==> config.mk <==
export PLATFORM = sky130hd
export DESIGN_NAME = dmem_arbiter
export DESIGN_NICKNAME = d
export VERILOG_FILES = /design/src/rtl/dmem_pkg.sv /design/src/rtl/dmem_arbiter.sv
export SDC_FILE = /design/constraint.sdc
export NUM_CORES = 1
export LEC_CHECK = 0
export CORE_AREA = 2 2 133 135
export DETAILED_ROUTE_END_ITERATION = 7
export DIE_AREA = 0 0 135 137
export HOLD_SLACK_MARGIN = 0.15
export PLACE_DENSITY_LB_ADDON = 0.25
export SETUP_SLACK_MARGIN = 0.2
export SYNTH_ARGS = -nofsm -noshare
export SYNTH_HDL_FRONTEND = slang
export SYNTH_SLANG_ARGS = --single-unit
==> constraint.sdc <==
create_clock -name clk -period 1.9 [get_ports clk]
set_input_delay 0.19 -clock clk [delete_from_list [all_inputs] [get_ports clk]]
set_output_delay 0.19 -clock clk [all_outputs]
set_load 0.02 [all_outputs]
==> src/rtl/dmem_pkg.sv <==
// Shared types for the data-memory arbiter: read-owner tag, arbitration state, word offset.
package dmem_pkg;

    typedef enum logic [1:0] {
        OWN_NONE,
        OWN_CORE,
        OWN_DBG
    } owner_t;

    typedef enum logic {
        CORE_PRI,
        DBG_FORCE
    } arb_state_t;

    localparam int WORD_OFFSET = 2;

endpackage

==> src/rtl/dmem_arbiter.sv <==
// Purpose: arbitrates one single-port data memory between the core load/store port and a debug port.
// Latency: grant is combinational; read data returns one cycle after the grant, tagged by a registered owner.
// Backpressure: the core sees core_stall and holds its request; debug holds dbg_req until dbg_gnt.
module dmem_arbiter
    import dmem_pkg::*;
#(
    parameter int ADDR_W   = 32,
    parameter int DATA_W   = 32,
    parameter int MAX_WAIT = 4
) (
    input  logic                clk,
    input  logic                rst,

    input  logic                core_req,
    input  logic                core_we,
    input  logic [ADDR_W-1:0]   core_addr,
    input  logic [DATA_W-1:0]   core_wdata,
    input  logic [DATA_W/8-1:0] core_be,
    output logic                core_stall,
    output logic [DATA_W-1:0]   core_rdata,
    output logic                core_rvalid,

    input  logic                dbg_req,
    input  logic                dbg_we,
    input  logic [ADDR_W-1:0]   dbg_addr,
    input  logic [DATA_W-1:0]   dbg_wdata,
    output logic                dbg_gnt,
    output logic [DATA_W-1:0]   dbg_rdata,
    output logic                dbg_rvalid,

    output logic                mem_en,
    output logic                mem_we,
    output logic [ADDR_W-3:0]   mem_addr,
    output logic [DATA_W-1:0]   mem_wdata,
    output logic [DATA_W/8-1:0] mem_be,
    input  logic [DATA_W-1:0]   mem_rdata,

    output logic [31:0]         stall_cycles
);

    localparam logic [3:0] MAX_WAIT_C = 4'(MAX_WAIT);

    arb_state_t  state_q, state_d;
    logic [3:0]  wait_q, wait_d;
    owner_t      owner_q, owner_d;
    logic [31:0] stall_cnt_q;
    logic        core_grant;
    logic        dbg_grant;

    // Byte offset bits are not used for word-addressed memory.
    logic unused_addr_bits;
    assign unused_addr_bits = ^{core_addr[WORD_OFFSET-1:0], dbg_addr[WORD_OFFSET-1:0]};

    // Grants are suppressed while reset is held so no write can reach the memory.
    always_comb begin
        core_grant = 1'b0;
        dbg_grant  = 1'b0;
        state_d    = state_q;
        wait_d     = wait_q;

        case (state_q)
            CORE_PRI: begin
                core_grant = core_req & rst;
                dbg_grant  = dbg_req & ~core_req & rst;
            end
            DBG_FORCE: begin
                dbg_grant  = dbg_req & rst;
                core_grant = core_req & ~dbg_req & rst;
            end
            default: begin
                core_grant = 1'b0;
                dbg_grant  = 1'b0;
            end
        endcase

        if (!dbg_req || dbg_grant) begin
            wait_d = 4'd0;
        end else begin
            wait_d = wait_q + 4'd1;
        end

        case (state_q)
            CORE_PRI:  if (wait_d == MAX_WAIT_C)     state_d = DBG_FORCE;
            DBG_FORCE: if (dbg_grant || !dbg_req)    state_d = CORE_PRI;
            default:                                 state_d = CORE_PRI;
        endcase
    end

    always_comb begin
        owner_d = OWN_NONE;
        if (core_grant && !core_we) begin
            owner_d = OWN_CORE;
        end else if (dbg_grant && !dbg_we) begin
            owner_d = OWN_DBG;
        end
    end

    always_ff @(posedge clk or negedge rst) begin
        if (!rst) begin
            state_q     <= CORE_PRI;
            wait_q      <= 4'd0;
            owner_q     <= OWN_NONE;
            stall_cnt_q <= 32'd0;
        end else begin
            state_q <= state_d;
            wait_q  <= wait_d;
            owner_q <= owner_d;
            if (core_stall && (stall_cnt_q != 32'hFFFF_FFFF)) begin
                stall_cnt_q <= stall_cnt_q + 32'd1;
            end
        end
    end

    assign core_stall   = core_req & ~core_grant;
    assign dbg_gnt      = dbg_grant;
    assign stall_cycles = stall_cnt_q;

    assign mem_en    = core_grant | dbg_grant;
    assign mem_we    = dbg_grant ? dbg_we : (core_grant & core_we);
    assign mem_addr  = dbg_grant ? dbg_addr[ADDR_W-1:WORD_OFFSET] : core_addr[ADDR_W-1:WORD_OFFSET];
    assign mem_wdata = dbg_grant ? dbg_wdata : core_wdata;
    assign mem_be    = dbg_grant ? {(DATA_W/8){1'b1}} : core_be;

    // Both read buses share the memory output; the owner tag decides who sees a valid.
    assign core_rdata  = mem_rdata;
    assign dbg_rdata   = mem_rdata;
    assign core_rvalid = (owner_q == OWN_CORE);
    assign dbg_rvalid  = (owner_q == OWN_DBG);

endmodule

* Yosys cells after proc, flatten, opt, wreduce, memory -nomap -nowiden *
Index checks and enable logic that the tools add are counted.

cells by class
  add/sub/neg operators = 2
  equal/unequal tests = 4
  multiplexer cells = 12
  bitwise gates (word level) = 13
  reduce and logical (&&, ||, !) cells = 7

operators with widths
  cell                                                 number
  adder 32 x 1 -> 32 bit, second input constant        1
  two-way mux 32 bit                                   1
  inequality test 32 bit, second input constant        1
  two-way mux 30 bit                                   1
  AND 1 bit                                            8
  two-way mux 4 bit                                    2
  one-hot mux 1 bit (2 select lines)                   3
  adder 4 x 1 -> 4 bit, second input constant          1
  equality test 4 x 3 -> 1 bit, second input constant  1
  two-way mux 2 bit                                    2
  NOT 1 bit                                            4
  logical AND 1 bit                                    3
  logical NOT 1 bit                                    3
  two-way mux 1 bit                                    3
  equality test 2 x 1 -> 1 bit, second input constant  1
  equality test 2 bit, second input constant           1
  logical OR 1 bit                                     1
  bitwise OR 1 bit                                     1

storage, ports and cells
  register bits after elaboration = 39
  input port bits = 170
  output and inout port bits = 168
  logic and storage cells = 42

* Logic depth before layout (Yosys ltp) *
Gate-level depths: netlist of run 1.

  word-level depth = 9
  gate-level depth with buffers = 7
  depth with buffers taken out = 6

* Worst setup path after synthesis of run 1 *
Ideal clock, no wire load.

  path kind = reg-to-reg
  from = register stall_cnt_q[9], in the netlist stall_cycles[9]
  to = register stall_cnt_q[29], in the netlist stall_cycles[29]
  library setup time = 80 ps
  arrival time = 2054 ps
  required time = 1820 ps
  slack = -234 ps
  cell stages (with the launch flop) = 6
  path buffers = 0
  clock period less this slack = 2134 ps
  cell sequence = dfrtp_1 nand4_1 or4_4 or4_4 nor3_2 xor2_1

between the ends
  cells in the longest elaborated chain, start to end = 2
  elaborated cells between the ends (all ways) = 3
  classes of those cells = 1 x add/sub; 1 x eq/ne; 1 x reduce/logical

RTL lines
  item                                                                            RTL line             source
  start: declaration                                                              dmem_arbiter.sv:46   logic [31:0] stall_cnt_q;
  start signal: assignment                                                        dmem_arbiter.sv:109  stall_cnt_q <= stall_cnt_q + 32'd1;
  parallel branches: the longest is 2 deep, another holds adder 32 x 1 -> 32 bit  -

Parallel ways; which one is timed is not known.
A chain may end at the register's enable or synchronous reset.

* Worst setup path in the final report of run 1 *
  from = register stall_cnt_q[8], in the netlist stall_cycles[8]
  to = register stall_cnt_q[25], in the netlist stall_cycles[25]

The elaborated chain is that of the path after synthesis.

==> results of run 1 <==
-- critical path: cells and delay by family (launching register included) --
| family | cells | cell delay, ns |
|---|---|---|
| buffers and inverters | 1 | 0.17 |
| and+or+nand+nor | 4 | 1.28 |
| DFF | 1 | 0.35 |
| xor gates and xnor gates | 1 | 0.15 |
-- through the flow --
| step | power, mW | instance area, um^2 | utilization [%] |
|---|---|---|---|
| after floorplan | 1.73 | 3270 | - |
| after global placement | 2.48 | 5850 | 34.3 |
| after detailed placement | 2.48 | 5850 | 34.3 |
| after CTS | 3.70 | 7030 | 41.2 |
| after global routing | 4.09 | 8160 | 47.9 |
| final | 3.92 | 8160 | 47.9 |
-- cell type report --
| type | instances | area share, % |
|---|---|---|
| inverters | 6 | 0.628 |
| repair inverters | 1 | 0.199 |
| clock buffers | 6 | 1.70 |
| clock inverters | 2 | 0.429 |
| repair buffers | 348 | 47.7 |
| multi-input cells | 329 | 33.7 |
| flip-flops and latches | 39 | 12.2 |
| well taps | 225 | 3.45 |
-- power breakdown --
group / internal (mW) / switching [mW]
logic: 1.03 / 0.917
registers: 0.922 / 0.0748
clock network: 0.653 / 0.324
-- logic make-up (layout without fill, tap and decap cells) --
| kind of cell | count (synthesis) | after routing |
|---|---|---|
| buffers and inverters | 87 | 363 |
| and+or+nand+nor | 278 | 278 |
| DFF | 39 | 39 |
| AOI/OAI and AO/OA | 17 | 17 |
| muxes | 4 | 4 |
| adders and majority gates | 2 | 2 |
| xor gates and xnor gates | 28 | 28 |
-- flip-flops by register name, indices dropped and copies added (netlist names) --
name and count:
stall_cycles 32, wait_q 4, owner_q 2, state_q 1
-- cells in the mapped netlist --
master,number
and2_1,1
or2_2,1
o32ai_1,1
dfrtp_1,39
a31oi_1,2
inv_2,2
nand4_1,13
nor3_1,4
and3_1,11
o211ai_1,1
buf_1,1
nor3_2,2
nor2b_1,4
o21a_1,1
xnor2_1,12
a211oi_1,3
nor2_1,8
a21boi_1,1
nor4_1,5
or4_1,1
nand2b_1,6
clkbuf_1,16
inv_1,4
a21bo_1,1
buf_4,64
nand3_1,14
and4_1,4
a21oi_1,3
ha_1,2
nand2_1,201
or4_4,2
a2111oi_0,3
nor4_4,1
xor2_1,16
mux2_1,4
o21bai_1,1
-- how the worst max path moves through the flow --
stage	end	cells past startpoint
floorplan	stall_cycles[27]$_DFFE_PN0P_	5
global placement	mem_wdata[10]	8
detailed placement	mem_addr[25]	8
CTS	stall_cycles[27]$_DFFE_PN0P_	5
global route	stall_cycles[27]$_DFFE_PN0P_	5
finish	stall_cycles[25]$_DFFE_PN0P_	6
-- repair_timing --
action	4_1_cts	5_1_grt
setup buffers	19	16
pin swaps	42	126
hold buffers	1	0
setup endpoints to repair	96	103
cloned	13	5
resized for setup	481	251
hold endpoints to repair	39	0
-- per-layer routing --
metal  vias to the layer above  wire length, um  global-route usage (%)
met3                        30             1590                    5.22
met5                         -                0                       0
met4                         0              477                    4.40
met2                       175             9100                    29.0
met1                      2002             7020                    21.0
li1                       1976                -                       -
==> impl_results.md, run 1 <==
- Status: finished, violations left
- Failing checks: setup timing
- Cell count after placement: 894
- Compound-gate portion of the synthesized area: a little under 4%
- Largest net degree at the start of global routing: 29
- Seq cells post-synth: 39
- Clk pin slew, worst setup/hold paths: about 0.06 ns
- Pre-antenna DRT Iters: 4
- CTS Root Cell: clkbuf_16
- FF-to-FF End: stall_cycles[25]$_DFFE_PN0P_
- Max_cap viols: 0
- Max Root-Sink Buffers: 2
- Tcrit/Tclk final: 106%
- Top cell type's share of synthesized area: 30.3%
- Synthesized area: ~3200 um^2
- Synthesized area per cell: 7.08 um^2
- Worst path cell trace: nand4_1 -> or4_4 -> or4_4 -> buf_4 -> nor2_4 -> xor2_1
- GP Congestion: 0.912
- Slowest stage delay, CP: 0.56 ns
- R2R cell count: 6
- Vias per Instance: 4.38
- Actual slew at the worst max-slew pin: approximately 0.48 ns
- Mux cell area share after synthesis: 1.40%
- Fill count: 1579
- Share of the yosys chip area belonging to registers: between 30% and 40%
- Ranking of synthesized cells by area: dfrtp_1, nand2_1, buf_4, xor2_1, xnor2_1
- Adder-cell area share of the yosys netlist: 0.777%
- ANT cells: 0
- Post-Synth Simple-Gate Area: 38.4%
- Die Width: 135 um
- Fraction of final layout cells sized beyond drive strength 1: 54.7%
- Lkg Pwr: 3.96 nW
- Core area: between 15000 and 20000 um^2
- Hold_ws: 0.185 ns
- VDD IR max: about 0.00038 V
- CP max stage cell: or4_4
- Reg-to-reg slack, setup: -0.12 ns
- Total number of clock tree sinks: 39
- I/O Buffers: 237
- Vias: roughly 4200
- Pwr per Cell Area: around 480 nW/um^2
- CTS tree: built
- Post-route ant nets: 0
- Slew Viols, Final: 0
- Post-Place Worst Slack: -0.493 ns
- Vias in the first global route: 4104
- Crit Path Max Fanout: 3
- DRC viols: 0
- Fmax: 494 MHz
- Fin crit period: 2.02 ns
- Post-synth top area cell: dfrtp_1
- CP Class: register to register
- Initial Utilization: 18.9%
- H-Tree Depth: 2
- Site Rows: 48
- CP Launch Type: register
- Final net count: 902
- Post-Synth XOR/XNOR Area: 7.61%
- Combinational family with the most area after synthesis: simple AND/OR/NAND/NOR gates
- Syn Nets: 627
- Clk_lat worst skew: 0.28 ns
- Antenna violations before repair: 0
- Final Skew: 0.00362 ns
- WL/cell: roughly 19 um
- Final Hold Fails: 0
- Post-detail-place hpwl: 12900 um
- Worst slew margin: about two thirds
- Register area: 997 um^2
- First-pass GRT wire length: ~24000 um
- Non-filler cells, final: 956
- Setup TNS: -2.40 ns
- Setup crit end kind: register
- Crit Reg-Reg Startpoint: stall_cycles[8]$_DFFE_PN0P_
- Synth-to-Final Area Change: 153%
- Area of the multi-input gates: 2750 um^2
- RSZ-0062 raised after global routing: true
- DRT iter0 DRCs: 123
- Hold WC Path Type: primary input to asynchronous set/reset pin
- Most used cell along the critical path: or4_4
- Fin worst setup slack: -0.122 ns
- Crit path DAT: approximately 2.2 ns
- GRT Total Usage: 17.1%
- DRT Wirelength: 18200 um
- Chip height: 137 um
- Critical Path Start: stall_cycles[8]$_DFFE_PN0P_
- Critical path required time: ~2.1 ns
- Die area: between 15000 and 20000 um^2
- Syn Inst Count: 455
- Commonest non-fill, non-tap cell in the layout: clkdlybuf4s50_1
- GR Overflow Total: 0
- Ys Warns: 0
- CTS buffer count: 5
- Most frequent cells in the layout: clkdlybuf4s50_1, buf_6, nand2_4
- Num ports: 338
- Setup violations, final: 57
- Post-synth cell types: 36
No activity file was read; power rests on OpenSTA's default activity.
==> run 2: changes to the inputs <==
--- a/config.mk
+++ b/config.mk
@@ -5,6 +5,7 @@
 export SDC_FILE = /design/constraint.sdc
 export NUM_CORES = 1
 export LEC_CHECK = 0
+export CAP_MARGIN = 30
 export CORE_AREA = 2 2 133 135
 export DETAILED_ROUTE_END_ITERATION = 7
 export DIE_AREA = 0 0 135 137
==> results of run 2 <==
Final layout, timing and power as in run 1 (identical DEF).
